**src/rtl/acia_host.sv**
```systemverilog
`default_nettype none
// ============================================================================
// Module   : acia_host
// Brief    : Polling host for a 6850-style ACIA. It runs the init writes,
//            polls status, and moves bytes between the ACIA and TX/RX streams.
//            ACIA_HOST_RXFIFO_EN selects a 4-entry RX FIFO; when it is not
//            defined, RX uses a single holding register.
// Revision : 1.0 - initial release
// ============================================================================
module acia_host #(
    parameter logic [7:0] CTRL_WORD = 8'h15
) (
    input  logic       clk,
    input  logic       rst,
    output logic       cs,
    output logic       we,
    output logic       rs,
    output logic [7:0] dout,
    input  logic [7:0] din,
    input  logic [7:0] tx_data,
    input  logic       tx_valid,
    output logic       tx_ready,
    output logic [7:0] rx_data,
    output logic       rx_valid,
    input  logic       rx_ready,
    output logic       rx_err
);

    typedef enum logic [2:0] {
        INIT_RST = 3'd0,
        INIT_CFG = 3'd1,
        POLL_REQ = 3'd2,
        POLL_CAP = 3'd3,
        RD_REQ   = 3'd4,
        RD_CAP   = 3'd5,
        WR       = 3'd6
    } state_t;

    state_t     state_q, state_d;
    logic [7:0] status_q;
    logic       cap_q;
    logic       rx_full;
    logic       rx_push;
    logic       rx_pop;
    logic       unused_status;

    assign rx_push = (state_q == RD_CAP);
    assign rx_pop  = rx_valid & rx_ready;

    always_ff @(posedge clk or posedge rst) begin
        if (rst) begin
            state_q <= INIT_RST;
        end else begin
            state_q <= state_d;
        end
    end

    // Bus strobes depend on state_q only. din affects only the next state.
    always_comb begin
        state_d  = state_q;
        cs       = 1'b0;
        we       = 1'b0;
        rs       = 1'b0;
        dout     = 8'h00;
        tx_ready = 1'b0;
        case (state_q)
            INIT_RST: begin
                cs      = 1'b1;
                we      = 1'b1;
                dout    = 8'h03;
                state_d = INIT_CFG;
            end
            INIT_CFG: begin
                cs      = 1'b1;
                we      = 1'b1;
                dout    = CTRL_WORD;
                state_d = POLL_REQ;
            end
            POLL_REQ: begin
                cs      = 1'b1;
                state_d = POLL_CAP;
            end
            POLL_CAP: begin
                if (din[0] && !rx_full) begin
                    state_d = RD_REQ;
                end else if (din[1] && tx_valid) begin
                    state_d = WR;
                end else begin
                    state_d = POLL_REQ;
                end
            end
            RD_REQ: begin
                cs      = 1'b1;
                rs      = 1'b1;
                state_d = RD_CAP;
            end
            RD_CAP: begin
                state_d = POLL_REQ;
            end
            WR: begin
                cs       = 1'b1;
                we       = 1'b1;
                rs       = 1'b1;
                dout     = tx_data;
                tx_ready = 1'b1;
                state_d  = POLL_REQ;
            end
            default: begin
                state_d = INIT_RST;
            end
        endcase
    end

    always_ff @(posedge clk or posedge rst) begin
        if (rst) begin
            status_q <= 8'h00;
            cap_q    <= 1'b0;
        end else begin
            cap_q <= (state_q == POLL_CAP);
            if (state_q == POLL_CAP) begin
                status_q <= din;
            end
        end
    end

    // cap_q is high only in the cycle after a capture, so rx_err is a single-cycle pulse.
    assign rx_err        = cap_q & status_q[4];
    assign unused_status = ^{status_q[7:5], status_q[3:0]};

`ifdef ACIA_HOST_RXFIFO_EN
    logic [7:0] mem_q [4];
    logic [1:0] wr_ptr_q;
    logic [1:0] rd_ptr_q;
    logic [2:0] count_q;

    always_ff @(posedge clk or posedge rst) begin
        if (rst) begin
            wr_ptr_q <= 2'd0;
            rd_ptr_q <= 2'd0;
            count_q  <= 3'd0;
        end else begin
            if (rx_push) begin
                wr_ptr_q <= wr_ptr_q + 2'd1;
            end
            if (rx_pop) begin
                rd_ptr_q <= rd_ptr_q + 2'd1;
            end
            case ({rx_push, rx_pop})
                2'b10:   count_q <= count_q + 3'd1;
                2'b01:   count_q <= count_q - 3'd1;
                default: count_q <= count_q;
            endcase
        end
    end

    always_ff @(posedge clk) begin
        if (rx_push) begin
            mem_q[wr_ptr_q] <= din;
        end
    end

    assign rx_full  = (count_q == 3'd4);
    assign rx_valid = (count_q != 3'd0);
    assign rx_data  = mem_q[rd_ptr_q];
`else
    logic [7:0] hold_q;
    logic       hold_vld_q;

    // A push never meets a full register: POLL_CAP reads only when the register is empty.
    always_ff @(posedge clk or posedge rst) begin
        if (rst) begin
            hold_q     <= 8'h00;
            hold_vld_q <= 1'b0;
        end else if (rx_push) begin
            hold_q     <= din;
            hold_vld_q <= 1'b1;
        end else if (rx_pop) begin
            hold_vld_q <= 1'b0;
        end
    end

    assign rx_full  = hold_vld_q;
    assign rx_valid = hold_vld_q;
    assign rx_data  = hold_q;
`endif

endmodule
`default_nettype wire

```
**config.mk**
```make
export PLATFORM = sky130hd
export DESIGN_NAME = acia_host
export DESIGN_NICKNAME = d
export VERILOG_FILES = /design/src/rtl/acia_host.sv
export SDC_FILE = /design/constraint.sdc
export NUM_CORES = 1
export LEC_CHECK = 0
export ABC_CLOCK_PERIOD_IN_PS = 1650
export CORE_MARGIN = 5
export CORE_UTILIZATION = 36
export DETAILED_ROUTE_END_ITERATION = 7
export PLACE_DENSITY = 0.76
export SETUP_SLACK_MARGIN = 0.02
export SLEW_MARGIN = 20
export SYNTH_ARGS = -nofsm -noshare
export SYNTH_HDL_FRONTEND = slang
export SYNTH_SLANG_ARGS = --single-unit
```
**constraint.sdc**
```tcl
create_clock -name clk -period 1.65 [get_ports clk]
set_input_delay 0.165 -clock clk [delete_from_list [all_inputs] [get_ports clk]]
set_output_delay 0.165 -clock clk [all_outputs]
set_load 0.1 [all_outputs]
```
== Yosys cells after proc, flatten, opt, wreduce, memory -nomap -nowiden ==
Cells that the tools add are included.
Word-level totals
  register bits: 18
  input port bits: 20
Operators by class
  equal/unequal tests: 6
  multiplexer cells: 10
  bitwise logic cells: 2
  reduce and logical (&&, ||, !) cells: 9
Operators by type and width (number)
  8-bit case mux with 3 select lines: 1
  3-bit case mux with 5 select lines: 1
  3-bit equality test, second input constant: 3
  3-bit by 2-bit equality test with 1-bit output, second input constant: 2
  1-bit 2-to-1 mux: 6
  3-bit 2-to-1 mux: 2
  3-bit OR reduction: 2
  5-bit OR reduction: 1
  3-bit by 1-bit equality test with 1-bit output, second input constant: 1
  3-bit logical NOT: 1
  1-bit AND: 2
  1-bit logical AND: 2
  2-bit nonzero test: 1
  2-bit OR reduction: 1
  1-bit logical NOT: 1

== Longest topological paths before layout ==
  depth after elaboration: 4
  mapped depth: 5

== Least setup slack after synthesis ==
Ideal clock, no wire load.
  path kind: register to output
  start: reg state_q[0]
  end: out dout[2]
  arrival: 2.306 ns
  required time: 1.485 ns
  slack: -0.821 ns
  stages on the path, launching flop included: 6
  path buffers: 2
  cells stage by stage: dfrtp_1 -> buf_6 -> nor2b_4 -> and2_4 -> buf_6 -> a22o_1
On the way
  longest elaborated chain between the ends: 2
  elaborated cells on any way between the ends: 4
  classes of those cells: eq/ne (2); mux (1); reduce/logical (1)
RTL lines
  start: declaration: line 39  | state_t state_q, state_d;
  start signal: assignment: line 54  | state_q <= state_d;
  3-bit equality test, or another cell as far along: line 66  | case (state_q)
  8-bit case mux with 3 select lines *: line 66
  end: declaration: line 18  | output logic [7:0] dout,
Mark *: on every way between the ends. The rest lies on a longest branch, timed or not.

== Final worst setup path ==
  start: reg state_q[2]
  end: out we
On the way
  longest elaborated chain between the ends: 3
  elaborated cells on any way between the ends: 5
  classes of those cells: eq/ne (2); mux (1); reduce/logical (2)
RTL lines
  3-bit equality test, or another cell as far along: line 66
  3-bit OR reduction (no source line) *
  1-bit 2-to-1 mux *: line 66
  end: declaration: line 16  | output logic we,
Marks and branches as above.

==> insert_results.sql <==
INSERT INTO impl_metrics (metric_group, metric, value, unit) VALUES
('route', 'wl', '1.99', 'mm'),
('synth', 'synth_top_family_by_area', 'simple AND/OR/NAND/NOR gates', ''),
('synth', 'synth_compound_area_frac', '0.100', ''),
('worst_setup_path', 'critPathArrivalTime', '1.44', 'ns'),
('synth', 'synth.cells.most_frequent', '14 x sky130_fd_sc_hd__dfrtp_1, 8 x sky130_fd_sc_hd__mux2_2, 4 x sky130_fd_sc_hd__and3_2, 4 x sky130_fd_sc_hd__inv_1', ''),
('floorplan', 'initial_core_util', '0.390', ''),
('floorplan', 'placementRows', '15', ''),
('cells_and_area', 'multi_input_comb_area', '330', 'um2'),
('synth', 'mean_post_synth_cell_area', '12.3', 'um2'),
('synth', 'synth_warnings', '0', ''),
('sta', 'final-setup-viol-count', '0', ''),
('sta', 'finalWorstPathRequiredPeriod', '1.60', 'ns'),
('synth', 'yosys.area.top_type', 'sky130_fd_sc_hd__dfrtp_1', ''),
('sta', 'post_route_clock_skew', '0.00272', 'ns'),
('floorplan', 'design.die.area', '2890', 'um2'),
('synth', 'ys_async_sr_fraction', '1.00', ''),
('grt', 'grt_pass1_vias', '653', ''),
('synth', 'ys_ff_latch', '14', ''),
('worst_setup_path', 'critical_path.max_fanout', '5', ''),
('floorplan', 'floorplan.die.width', '53.7', 'um'),
('worst_setup_path', 'end_kind', 'primary output', ''),
('sta', 'setup-tns-final', '0', 'ns'),
('sta', 'hold_violations', '0', ''),
('clocking', 'h_tree_depth', '1', ''),
('grt', 'grt_start_max_net_pins', '15', ''),
('synth', 'adder_cell_area_share_of_the_yosys_netlist', '0', ''),
('cells_and_area', 'post_route_cells_drive_above_1_share', '0.544', ''),
('sta', 'slew_viol_final', '0', ''),
('sta', 'worst_pin_slew', '0.524', 'ns'),
('route', 'viasPerCell', '4.79', ''),
('synth', 'synth_most_common_cell', 'sky130_fd_sc_hd__dfrtp_1', ''),
('clocking', 'cts_made_buffers', '3', ''),
('synth', 'synthesis.instances', '56', ''),
('run_status', 'outcome', 'finished clean', ''),
('synth', 'synth_fp_nets', '76', ''),
('cells_and_area', 'fillerInstances', '104', ''),
('worst_setup_path', 'path_class', 'flip-flop to primary output', ''),
('placed_design', 'numPlacedInstances', '120', ''),
('cells_and_area', 'diodes', '0', ''),
('hold_path', 'hp-class', 'input port to async pin', ''),
('route', 'postRouteAntennaNets', '0', ''),
('clocking', 'numClockSinks', '14', ''),
('grt', 'gr-total-overflow', '0', ''),
('clocking', 'clock_tree_from_tritoncts', 'yes', ''),
('cells_and_area', 'fin_cells', '128', ''),
('route', 'drt_first_iter_violations', '3', ''),
('floorplan', 'dieHeight', '53.7', 'um'),
('cells_and_area', 'area_growth_syn_to_layout', '110', '%'),
('route', 'drcViolationCount', '0', ''),
('clocking', 'clock_tree.root_cell', 'sky130_fd_sc_hd__clkbuf_4', ''),
('placed_design', 'final_replace_weighted_congestion', '0.611', ''),
('grt', 'antenna_found_initial', '0', ''),
('placed_design', 'placement.io_buffers', '41', ''),
('floorplan', 'io_pins', '42', ''),
('clocking', 'clkTransAtPathRegs', '0.08', 'ns'),
('synth', 'netlist_area', '688', 'um2'),
('floorplan', 'core', '1760', 'um2'),
('sta', 'hold-worst-slack', '0.223', 'ns'),
('sta', 'max_slew_headroom', '0.650', ''),
('placed_design', 'place_hpwl', '1.58', 'mm'),
('sta', 'period_share', '0.972', ''),
('synth', 'sequential_share_of_the_synthesized_area', '0.509', ''),
('worst_setup_path', 'required', '1.48', 'ns'),
('route', 'post_drt_wl_per_cell', '15.5', 'um'),
('synth', 'yosys.area_share.simple', '0.165', ''),
('synth', 'synth_flop_cell', 'sky130_fd_sc_hd__dfrtp_1', ''),
('grt', 'grt_pass1_wl', '3.04', 'mm'),
('synth', 'yosys.area.top_type_share', '0.509', ''),
('synth', 'synth.mux.area_fraction', '0.147', ''),
('clocking', 'cts_max_path_buffers', '2', ''),
('synth', 'synth-xor-area-share', '0', '');
metal layers:
layer / GRT usage / up-vias / share of wire
li1: - / 285 / -
met1: 0.165 / 305 / 0.36
met2: 0.274 / 21 / 0.57
met3: 0.0443 / 2 / 0.057
met4: 0.0255 / 0 / 0.0070
met5: 0 / - / 0
cell usage in the layout (no fill, tap or decap), types with 2 or more instances in the layout:
cell type,n
sky130_fd_sc_hd__a21oi_1,2
sky130_fd_sc_hd__a22o_4,2
sky130_fd_sc_hd__and3_2,4
sky130_fd_sc_hd__buf_12,23
sky130_fd_sc_hd__buf_4,6
sky130_fd_sc_hd__clkbuf_4,3
sky130_fd_sc_hd__clkdlybuf4s50_1,19
sky130_fd_sc_hd__dfrtp_1,12
sky130_fd_sc_hd__dfrtp_2,2
sky130_fd_sc_hd__inv_1,4
sky130_fd_sc_hd__mux2_2,8
sky130_fd_sc_hd__nand2_1,2
cells by family after synthesis:
logic type | count (synthesis)
and+or+nand+nor | 15
AOI/OAI and AO/OA | 10
muxes | 9
buffers and inverters | 8
DFF | 14
worst paths after layout:
path / from / slack (ns) / end / cells past startpoint
max: state_q[2] / 0.05 / we / 4
min reg2reg: status_q[4] / 0.48 / status_q[4] / 1
max reg2reg: state_q[0] / 0.39 / rx_data[2] / 3
max in group asynchronous: rst / 1.05 / state_q[1] / 2
min: rst / 0.22 / rx_data[6] / 2
min in group clk: rx_ready / 0.44 / rx_valid / 2
critical path, stage by stage (launching register included):
cell and delay [ns]:
sky130_fd_sc_hd__dfrtp_2 0.45, sky130_fd_sc_hd__nor2b_4 0.15, sky130_fd_sc_hd__and2_4 0.16, sky130_fd_sc_hd__or2_4 0.24
sky130_fd_sc_hd__buf_12 0.16
area by class of cell:
cell class                 instances  share of cell area
multi-input combinational         34               0.228
sequential                        14               0.244
timing repair buffer              48               0.481
tap                               25              0.0216
inverter                           4              0.0104
clock buffer                       3              0.0156
through the flow:
| stage | cell area (um2) | setup WS, ns |
|---|---|---|
| after floorplan | 738 | -0.347 |
| after global placement | 1370 | 0.247 |
| after detailed placement | 1370 | 0.195 |
| after CTS | 1430 | 0.0201 |
| after global routing | 1450 | 0.00125 |
| final | 1450 | 0.0455 |
what timing repair did:
| action | 4_1_cts | 5_1_grt |
|---|---|---|
| setup buffers | 3 | 2 |
| gates resized for setup | 2 | 1 |
| cloned | 0 | 0 |
| setup endpoints to repair | 6 | 10 |
registers in the layout, summed over array words and instances, names as in the netlist:
register	count
rx_valid	1
rx_data	8
cap_q	1
status_q	1
state_q	3
Power is left out: the tool's default activity adds up to more than one toggle a clock period on the data nets, which glitch-free logic cannot reach.
